`config.mk`:
```
export PLATFORM = sky130hd
export DESIGN_NAME = mem_arbiter
export DESIGN_NICKNAME = d
export VERILOG_FILES = /design/src/rtl/mem_arbiter_pkg.sv /design/src/rtl/mem_arbiter_arb_prio.sv /design/src/rtl/mem_arbiter.sv
export SDC_FILE = /design/constraint.sdc
export NUM_CORES = 1
export LEC_CHECK = 0
export ABC_AREA = 1
export CAP_MARGIN = 20
export CORE_MARGIN = 5
export CORE_UTILIZATION = 36
export DETAILED_ROUTE_END_ITERATION = 10
export GPL_ROUTABILITY_DRIVEN = 0
export HOLD_SLACK_MARGIN = 0.06
export PLACE_DENSITY = 0.81
export SYNTH_ARGS = -nofsm -noshare
export SYNTH_HDL_FRONTEND = slang
export SYNTH_SLANG_ARGS = --single-unit
```
`constraint.sdc`:
```
create_clock -name clk -period 2.1 [get_ports clk]
set_clock_uncertainty 0.1 [all_clocks]
set_input_delay 0.315 -clock clk [delete_from_list [all_inputs] [get_ports clk]]
set_output_delay 0.315 -clock clk [all_outputs]
set_load 0.02 [all_outputs]
```
`src/rtl/mem_arbiter_pkg.sv`:
```
`timescale 1ns/1ps
// mem_arbiter_pkg
// Shared types and encodings for the fetch/data memory arbiter.
//   mem_type_bus : access size bus (byte / half / word), shared with the core.
//   arb_state_e  : arbiter FSM states (IDLE / REQ / RSP).
//   owner_e      : which requester owns the in-flight transaction.
package mem_arbiter_pkg;

    localparam int MEM_TYPE_W = 2;

    typedef logic [MEM_TYPE_W-1:0] mem_type_bus;

    localparam mem_type_bus MEM_BYTE = 2'b00;
    localparam mem_type_bus MEM_HALF = 2'b01;
    localparam mem_type_bus MEM_WORD = 2'b10;

    typedef enum logic [1:0] {
        ARB_IDLE = 2'b00,
        ARB_REQ  = 2'b01,
        ARB_RSP  = 2'b10
    } arb_state_e;

    typedef enum logic {
        OWN_IF   = 1'b0,
        OWN_DATA = 1'b1
    } owner_e;

    localparam int STARVE_CNT_W = 4;
    localparam logic [STARVE_CNT_W-1:0] STARVE_CNT_MAX = '1;

endpackage

```
`src/rtl/mem_arbiter_arb_prio.sv`:
```
`timescale 1ns/1ps
// arb_prio
// Fixed data-over-fetch priority with an anti-starvation counter.
// A pending fetch that loses STARVE_LIMIT arbitrations in a row to data is
// forced to win the next one.
// Ports:
//   clk, rstn      : clock, asynchronous active-low reset
//   i_req, d_req   : fetch / data requests
//   idle           : arbiter is free to accept a new transaction this cycle
//   win_i, win_d   : one-hot winner (both 0 when not idle or nothing pending)
module arb_prio
    import mem_arbiter_pkg::*;
#(
    parameter int STARVE_LIMIT = 4
) (
    input  logic clk,
    input  logic rstn,
    input  logic i_req,
    input  logic d_req,
    input  logic idle,
    output logic win_i,
    output logic win_d
);

    localparam logic [STARVE_CNT_W-1:0] LIMIT = 4'(STARVE_LIMIT);

    logic [STARVE_CNT_W-1:0] starve_cnt_q, starve_cnt_d;

    // NOTE: every signal assigned in an always_comb gets a default first, so
    // no path through the block leaves it unassigned and no latch is inferred.
    always_comb begin
        win_i        = 1'b0;
        win_d        = 1'b0;
        starve_cnt_d = starve_cnt_q;

        if (idle) begin
            win_i = i_req && (!d_req || (starve_cnt_q >= LIMIT));
            win_d = d_req && !win_i;

            // In an idle cycle the only way fetch neither wins nor is absent
            // is losing to data, so that is the single increment case.
            if (!i_req || win_i) begin
                starve_cnt_d = '0;
            end else if (starve_cnt_q != STARVE_CNT_MAX) begin
                starve_cnt_d = starve_cnt_q + 1'b1;
            end
        end
    end

    // NOTE: sequential state uses non-blocking assignments so every register
    // samples the pre-edge values regardless of statement order.
    always_ff @(posedge clk or negedge rstn) begin
        if (!rstn) begin
            starve_cnt_q <= '0;
        end else begin
            starve_cnt_q <= starve_cnt_d;
        end
    end

endmodule

```
`src/rtl/mem_arbiter.sv`:
```
`timescale 1ns/1ps
// mem_arbiter
// Shares one single-port memory between the core's instruction-fetch and
// data (load/store) requesters. One transaction in flight at a time.
// Ports:
//   clk, rstn                      : clock, asynchronous active-low reset
//   i_req/i_addr                   : fetch request (held until i_gnt)
//   i_gnt/i_rvalid/i_rdata         : fetch accept pulse, response pulse, data
//   d_req/d_we/d_addr/d_wdata/
//   d_type/d_sign                  : data request (held until d_gnt)
//   d_gnt/d_rvalid/d_rdata         : data accept pulse, load data / store ack
//   m_req/m_we/m_addr/m_wdata/
//   m_type/m_sign                  : registered request towards memory
//   m_gnt/m_rvalid/m_rdata         : memory accept, response, read data
module mem_arbiter
    import mem_arbiter_pkg::*;
#(
    parameter int ADDR_W       = 32,
    parameter int DATA_W       = 32,
    parameter int STARVE_LIMIT = 4
) (
    input  logic              clk,
    input  logic              rstn,

    input  logic              i_req,
    input  logic [ADDR_W-1:0] i_addr,
    output logic              i_gnt,
    output logic              i_rvalid,
    output logic [DATA_W-1:0] i_rdata,

    input  logic              d_req,
    input  logic              d_we,
    input  logic [ADDR_W-1:0] d_addr,
    input  logic [DATA_W-1:0] d_wdata,
    input  mem_type_bus       d_type,
    input  logic              d_sign,
    output logic              d_gnt,
    output logic              d_rvalid,
    output logic [DATA_W-1:0] d_rdata,

    output logic              m_req,
    output logic              m_we,
    output logic [ADDR_W-1:0] m_addr,
    output logic [DATA_W-1:0] m_wdata,
    output mem_type_bus       m_type,
    output logic              m_sign,
    input  logic              m_gnt,
    input  logic              m_rvalid,
    input  logic [DATA_W-1:0] m_rdata
);

    arb_state_e            state_q, state_d;
    owner_e                owner_q, owner_d;

    logic                  m_req_q,   m_req_d;
    logic                  m_we_q,    m_we_d;
    logic [ADDR_W-1:0]     m_addr_q,  m_addr_d;
    logic [DATA_W-1:0]     m_wdata_q, m_wdata_d;
    mem_type_bus           m_type_q,  m_type_d;
    logic                  m_sign_q,  m_sign_d;

    logic                  idle;
    logic                  win_i;
    logic                  win_d;
    logic                  rsp_take;

    // Grants are combinational, so qualify with rstn: a request held high
    // while reset is asserted must not see a gnt pulse.
    assign idle = (state_q == ARB_IDLE) && rstn;

    arb_prio #(
        .STARVE_LIMIT (STARVE_LIMIT)
    ) u_arb_prio (
        .clk   (clk),
        .rstn  (rstn),
        .i_req (i_req),
        .d_req (d_req),
        .idle  (idle),
        .win_i (win_i),
        .win_d (win_d)
    );

    always_comb begin
        state_d   = state_q;
        owner_d   = owner_q;
        m_req_d   = m_req_q;
        m_we_d    = m_we_q;
        m_addr_d  = m_addr_q;
        m_wdata_d = m_wdata_q;
        m_type_d  = m_type_q;
        m_sign_d  = m_sign_q;
        rsp_take  = 1'b0;

        unique case (state_q)
            ARB_IDLE: begin
                if (win_i) begin
                    state_d   = ARB_REQ;
                    owner_d   = OWN_IF;
                    m_req_d   = 1'b1;
                    m_we_d    = 1'b0;
                    m_addr_d  = i_addr;
                    m_wdata_d = '0;
                    m_type_d  = MEM_WORD;
                    m_sign_d  = 1'b0;
                end else if (win_d) begin
                    state_d   = ARB_REQ;
                    owner_d   = OWN_DATA;
                    m_req_d   = 1'b1;
                    m_we_d    = d_we;
                    m_addr_d  = d_addr;
                    m_wdata_d = d_wdata;
                    m_type_d  = d_type;
                    m_sign_d  = d_sign;
                end
            end

            ARB_REQ: begin
                // m_rvalid before m_gnt is a protocol error and is dropped.
                if (m_gnt) begin
                    m_req_d = 1'b0;
                    if (m_rvalid) begin
                        rsp_take = 1'b1;
                        state_d  = ARB_IDLE;
                    end else begin
                        state_d  = ARB_RSP;
                    end
                end
            end

            ARB_RSP: begin
                if (m_rvalid) begin
                    rsp_take = 1'b1;
                    state_d  = ARB_IDLE;
                end
            end

            default: begin
                state_d = ARB_IDLE;
                m_req_d = 1'b0;
            end
        endcase
    end

    always_ff @(posedge clk or negedge rstn) begin
        if (!rstn) begin
            state_q   <= ARB_IDLE;
            owner_q   <= OWN_IF;
            m_req_q   <= 1'b0;
            m_we_q    <= 1'b0;
            m_addr_q  <= '0;
            m_wdata_q <= '0;
            m_type_q  <= MEM_BYTE;
            m_sign_q  <= 1'b0;
        end else begin
            state_q   <= state_d;
            owner_q   <= owner_d;
            m_req_q   <= m_req_d;
            m_we_q    <= m_we_d;
            m_addr_q  <= m_addr_d;
            m_wdata_q <= m_wdata_d;
            m_type_q  <= m_type_d;
            m_sign_q  <= m_sign_d;
        end
    end

    assign i_gnt    = win_i;
    assign d_gnt    = win_d;
    assign i_rvalid = rsp_take && (owner_q == OWN_IF);
    assign d_rvalid = rsp_take && (owner_q == OWN_DATA);
    assign i_rdata  = m_rdata;
    assign d_rdata  = m_rdata;

    assign m_req    = m_req_q;
    assign m_we     = m_we_q;
    assign m_addr   = m_addr_q;
    assign m_wdata  = m_wdata_q;
    assign m_type   = m_type_q;
    assign m_sign   = m_sign_q;

endmodule

```
**Yosys cells after proc, flatten, opt, wreduce, memory -nomap -nowiden**

Index checks and enable logic that the tools add are counted.

- Add/sub/neg operators: 1
- Magnitude comparators: 1
- Bitwise gates (word level): 2
- Equality and inequality tests: 6
- Multiplexer cells: 28
- Reductions and logical operators: 17

Operators with widths:

| kind | number |
|---|---|
| $mux W32 | 4 |
| $mux W2 | 7 |
| $mux W1 | 12 |
| $mux W4 | 2 |
| $pmux W2 S3 | 1 |
| $reduce_and A3 Y1 | 2 |
| $logic_and A1 B1 Y1 | 5 |
| $add A4 B1 Y4 const B | 1 |
| $ge A4 B3 Y1 const B | 1 |
| $ne A2 B2 Y1 const B | 2 |
| $ne A4 B4 Y1 const B | 1 |
| $reduce_and A2 Y1 | 2 |
| $reduce_bool A2 Y1 | 2 |
| $logic_not A1 Y1 | 3 |
| $ne A3 B3 Y1 const B | 1 |
| $pmux W1 S3 | 1 |
| $eq A2 B1 Y1 const B | 1 |
| $eq A2 B2 Y1 const B | 1 |
| $logic_not A2 Y1 | 1 |
| $logic_or A1 B1 Y1 | 2 |
| $not A1 Y1 | 2 |
| $pmux W1 S2 | 1 |

- Logic and storage cells: 64
- Flip-flop bits (word level): 76

**Longest topological paths before layout**

- Word-level depth: 9
- Gate-level depth with buffers: 9
- Mapped depth without buffers: 9

**Modules after synthesis**

Synthesis repeated with hierarchy kept, for this count alone.

- Cells, all modules: 532
- Area, all modules: 4103.9 um^2

Modules (own cells, without submodules):

| module | times used | area each (um^2) | seq. area each (um^2) | cells an instance |
|---|---|---|---|---|
| mem_arbiter | 1 | 3895.0 | 1801.7 | 506 |
| arb_prio | 1 | 209.0 | 100.1 | 26 |

**Worst setup path before layout**

OpenSTA, ideal clock, no wires.

- Path type: reg2out
- Start point: register state_q[0]
- End point: output i_gnt
- Stages on the path, launching flop included: 8
- Arrival: 1.312 ns
- Path slack: 0.373 ns
- Path through: dfrtp_1 > inv_1 > ha_1 > nand2_1 > inv_2 > nand3_1 > buf_2 > inv_1

- Longest elaborated chain between the ends: 3

RTL lines:

| item | line | text |
|---|---|---|
| start: declaration | mem_arbiter.sv:52 | `arb_state_e state_q, state_d;` |
| start signal: assignment | mem_arbiter.sv:155 | `state_q <= state_d;` |
| $logic_not A2 Y1 | mem_arbiter.sv:69 | `assign idle = (state_q == ARB_IDLE) && rstn;` |
| $logic_and A1 B1 Y1 | mem_arbiter.sv:69 |  |
| $mux W1 | mem_arbiter_arb_prio.sv:36 | `if (idle) begin` |
| end: declaration | mem_arbiter.sv:27 | `output logic i_gnt,` |

Every way passes these cells.

**Final worst setup path**

- Start point: register state_q[0]
- End point: output d_gnt

- Longest elaborated chain between the ends: 3

RTL lines:

| item | line | text |
|---|---|---|
| $logic_not A2 Y1 | mem_arbiter.sv:69 |  |
| $logic_and A1 B1 Y1 | mem_arbiter.sv:69 |  |
| $mux W1 | mem_arbiter_arb_prio.sv:36 |  |
| end: declaration | mem_arbiter.sv:37 | `output logic d_gnt,` |

Every way passes these cells.

==> run summary <==
The run finished with clean final reports. The number of rows in the core area came out at 39. The wire length reported by the detailed router is between 10 and 15 mm. The wire length of the first global-routing pass is 18.69 mm. The number of placed cells counting well taps came out at 773. The share of layout cells above drive strength 1 came out at 0.07442. Entering global routing, the biggest net connects 77 pins.

The x dimension of the die came out at 116.5 um. The number of design rule violations left after detail routing came out at 0. The number of nets in the finished design came out at between 700 and 800.

The fraction of power consumed by the clock network is 0.199. The post-route antenna net violation count is 0. The worst setup path is launched from a register. The number of port buffers came out at 178. The data arrival time of the worst path is ~1600 ps.

The number of hold violations in the final report came out at 0. The clock input transition at the sequential cells of the worst setup and hold paths is roughly 60 ps. The initial core utilization is 0.3625. Of the synthesized area, sequential elements account for 0.4654. The worst-case headroom to the max-slew limit is 0.3516.

The number of antenna violations at the first check in global routing is 1. The peak supply drop came out at 0.0006768 V. The via total after detailed routing is approximately 3800.

Static timing analysis puts the maximum clock frequency at ~500 MHz. Setup repair after global routing left no endpoint under its margin. The average wire per cell in the routed design is around 15 um. The number of global-route vias before repair is a little under 4000. The number of clock buffers inserted by TritonCTS came out at 9.

Total power for the finished layout comes to roughly 0.008 W. The final count of pins violating max slew is 0. Walking the worst path, the cells encountered are inv_2 -> ha_2 -> nand2_2 -> nor2_4 -> nand2_2 -> inv_2 -> buf_4.

The number of warnings issued by yosys is 0. The number of vias per cell is about 4.8. For this run the aggregate overflow at the end of global routing stands at 0.

TritonCTS built the clock tree. On the critical path, the stage with the largest delay is an instance of dfrtp_2. The post-route non-filler standard cell count is slightly below 800. Counting every sink on the clock net gives 76. Synthesis inferred between 70 and 80 register bits. The leakage power summed over all cells came out at just under 3 nW. The total iterations of the first detailed-routing run came out at 7.

The power per standard cell area came out at roughly 1400 nW/um^2. The insertion delay of the later-clocked pin in the worst-skew pair is roughly 320 ps. The summed instance area of the synthesized netlist is slightly above 4000 um^2.

Internal power comes to around 0.005 W. Synthesis produced a netlist with a net count of between 600 and 700. The sum of net half-perimeters after detailed placement is between 8 and 9 mm.

The number of unique standard cell types used by synthesis is 20. In this run the worst hold path is classified as input port to asynchronous set/reset pin. The overall die height came out at between 100 and 150 um. The clock tree buffer depth is 2.

The period utilization came out at 0.9523. The final setup violation count is 0. The H-tree depth came out at 3. The data required time of the critical path came out at approximately 1700 ps. The area inside the core boundary is approximately 11000 um^2. The critical path is of the register to output pin type. The maximum fanout along the worst path came out at 3. The number of max-capacitance violations reported is 0. Across every metal layer, demand over resource in global routing totals 0.1745. The cell at the root of the clock tree is clkbuf_16. The final design instance area without fill came out at between 5000 and 6000 um^2.

The antenna diode count came out at 0. The accumulated negative setup slack is 0 ps. The synthesized instance count is between 500 and 600. The average instance in the mapped netlist occupies between 7 and 8 um^2.

The worst stage delay on the critical path came out at approximately 440 ps. The time the final worst path needs with I/O delays and setup is about 2000 ps. The initial detailed-routing violation count is ~190.

For this design the top-level I/O count stands at approximately 280. The share of total power in combinational logic came out at 0.486. The overall die area came out at roughly 14000 um^2. The capturing element type of the critical path is an output pin. The filler cells instantiated in the layout total 1037.

The portion of total power attributed to sequential cells is 0.315. In this run the power spent charging and discharging nets is approximately 0.0031 W. Of the total power, the share spent switching nets is 0.3820.

The pin slew with the least headroom to its limit came out at 972.7 ps. The area of placed instances is approximately 5600 um^2. The area growth from synthesis to final layout came out at 43.88%.
[layout make-up]
cell class | instances | area [um^2] | share of cell area
timing repair buffer | 192 | 1898 | 0.3228
inverter | 48 | 180.2 | 0.03064
clock inverter | 5 | 77.57 | 0.01319
tap | 143 | 178.9 | 0.03043
sequential | 76 | 1903 | 0.3237
clock buffer | 10 | 229.0 | 0.03894
multi-input combinational | 314 | 1413 | 0.2403
[power by group through the flow]
stage               Combinational, W  Clock, W  Sequential [W]
finish                       0.00394   0.00161         0.00255
floorplan                    0.00136         0         0.00331
CTS                          0.00395   0.00164         0.00254
detailed placement           0.00394         0         0.00255
global route                 0.00426   0.00170         0.00264
global placement             0.00384         0         0.00252
[critical path: cells and delay by family, from the launching register on]
family                   cells  cell delay (ps)
buffers and inverters        3              330
adder cells (fa/ha/maj)      1              190
flip-flops                   1              440
AND/OR/NAND/NOR              3              300
[sequential cells by signal (all words and copies together), names as in the netlist]
name / cells
m_addr: 32
m_wdata: 32
u_arb_prio.starve_cnt_q: 4
m_type: 2
state_q: 2
m_req: 1
m_sign: 1
m_we: 1
owner_q: 1
[layer usage]
| metal | track usage | up-vias | wire [um] |
|---|---|---|---|
| met5 | 0 | - | 18 |
| met2 | 0.2952 | 177 | 5917 |
| met4 | 0.06575 | 2 | 208 |
| li1 | - | 1796 | - |
| met3 | 0.05389 | 28 | 1245 |
| met1 | 0.2090 | 1771 | 4721 |
[synthesized netlist by cell type]
master    instances  share of area
inv_1            44          0.040
buf_4            72           0.13
dfrtp_1          76           0.47
nand4_1          32          0.049
nand3b_1          1         0.0018
a21oi_1           2         0.0024
or2_2             1         0.0015
xor2_1            1         0.0021
clkbuf_1          8         0.0073
o21ai_0           4         0.0049
o21ai_2           1         0.0021
nor2_2            1         0.0015
nand2_2           1         0.0015
nand2_1         188           0.17
buf_1             1        0.00092
buf_2            10          0.012
inv_2             4         0.0037
nand3_1          39          0.048
ha_1              5          0.015
nor2_1           38          0.035
[kinds of logic after synthesis]
kind of cell,after synthesis,synth area share
flops,76,0.4654
fa+ha+maj,5,0.01531
compound gates,7,0.009492
simple gates,301,0.3108
xor+xnor,1,0.002144
buf+inv,139,0.1969
[path summary, 6_finish.rpt]
path	slack [ps]	endpoint	depth (start not counted)	startpoint
setup / recovery	100	d_gnt	7	state_q[0]
hold / removal	120	owner_q	2	rstn
setup reg to reg	140	state_q[0]	10	state_q[0]
hold reg to reg	380	m_wdata[27]	2	m_wdata[27]
max in group asynchronous	1110	m_addr[25]	2	rstn
min in group clk	350	u_arb_prio.starve_cnt_q[2]	5	rstn
[what timing repair did]
item	in CTS	in global routing
setup buffers	0	0
resized for setup	17	14
endpoints found under the setup margin	4	73
hold buffers	0	0
pin swaps	0	3
[layout by cell type, fill, tap and decap left out, drive strengths merged]
cell type | Yosys | layout
nor2 | 39 | 39
or2 | 1 | 1
clkdlybuf4s50 | 0 | 173
clkbuf | 8 | 10
buf | 83 | 19
nand3b | 1 | 1
dfrtp | 76 | 76
nand4 | 32 | 32
o21ai | 5 | 5
nand2 | 189 | 189
nand3 | 39 | 39
ha | 5 | 5
a21oi | 2 | 2
inv | 48 | 48
clkinv | 0 | 2
clkinvlp | 0 | 1
bufinv | 0 | 2
xor2 | 1 | 1
[stage by stage]
step,util,hold WS [ps],setup WS (ps)
4_1_cts,0.5185,179.6,19.24
3_3_place_gp,0.4931,360.5,-187.8
6_report,0.5216,124.9,100.2
2_1_floorplan,-,-80.59,373.4
3_5_place_dp,0.4931,366.9,-243.0
5_1_grt,0.5216,259.2,4.530
(Power assumes the default switching activity.)
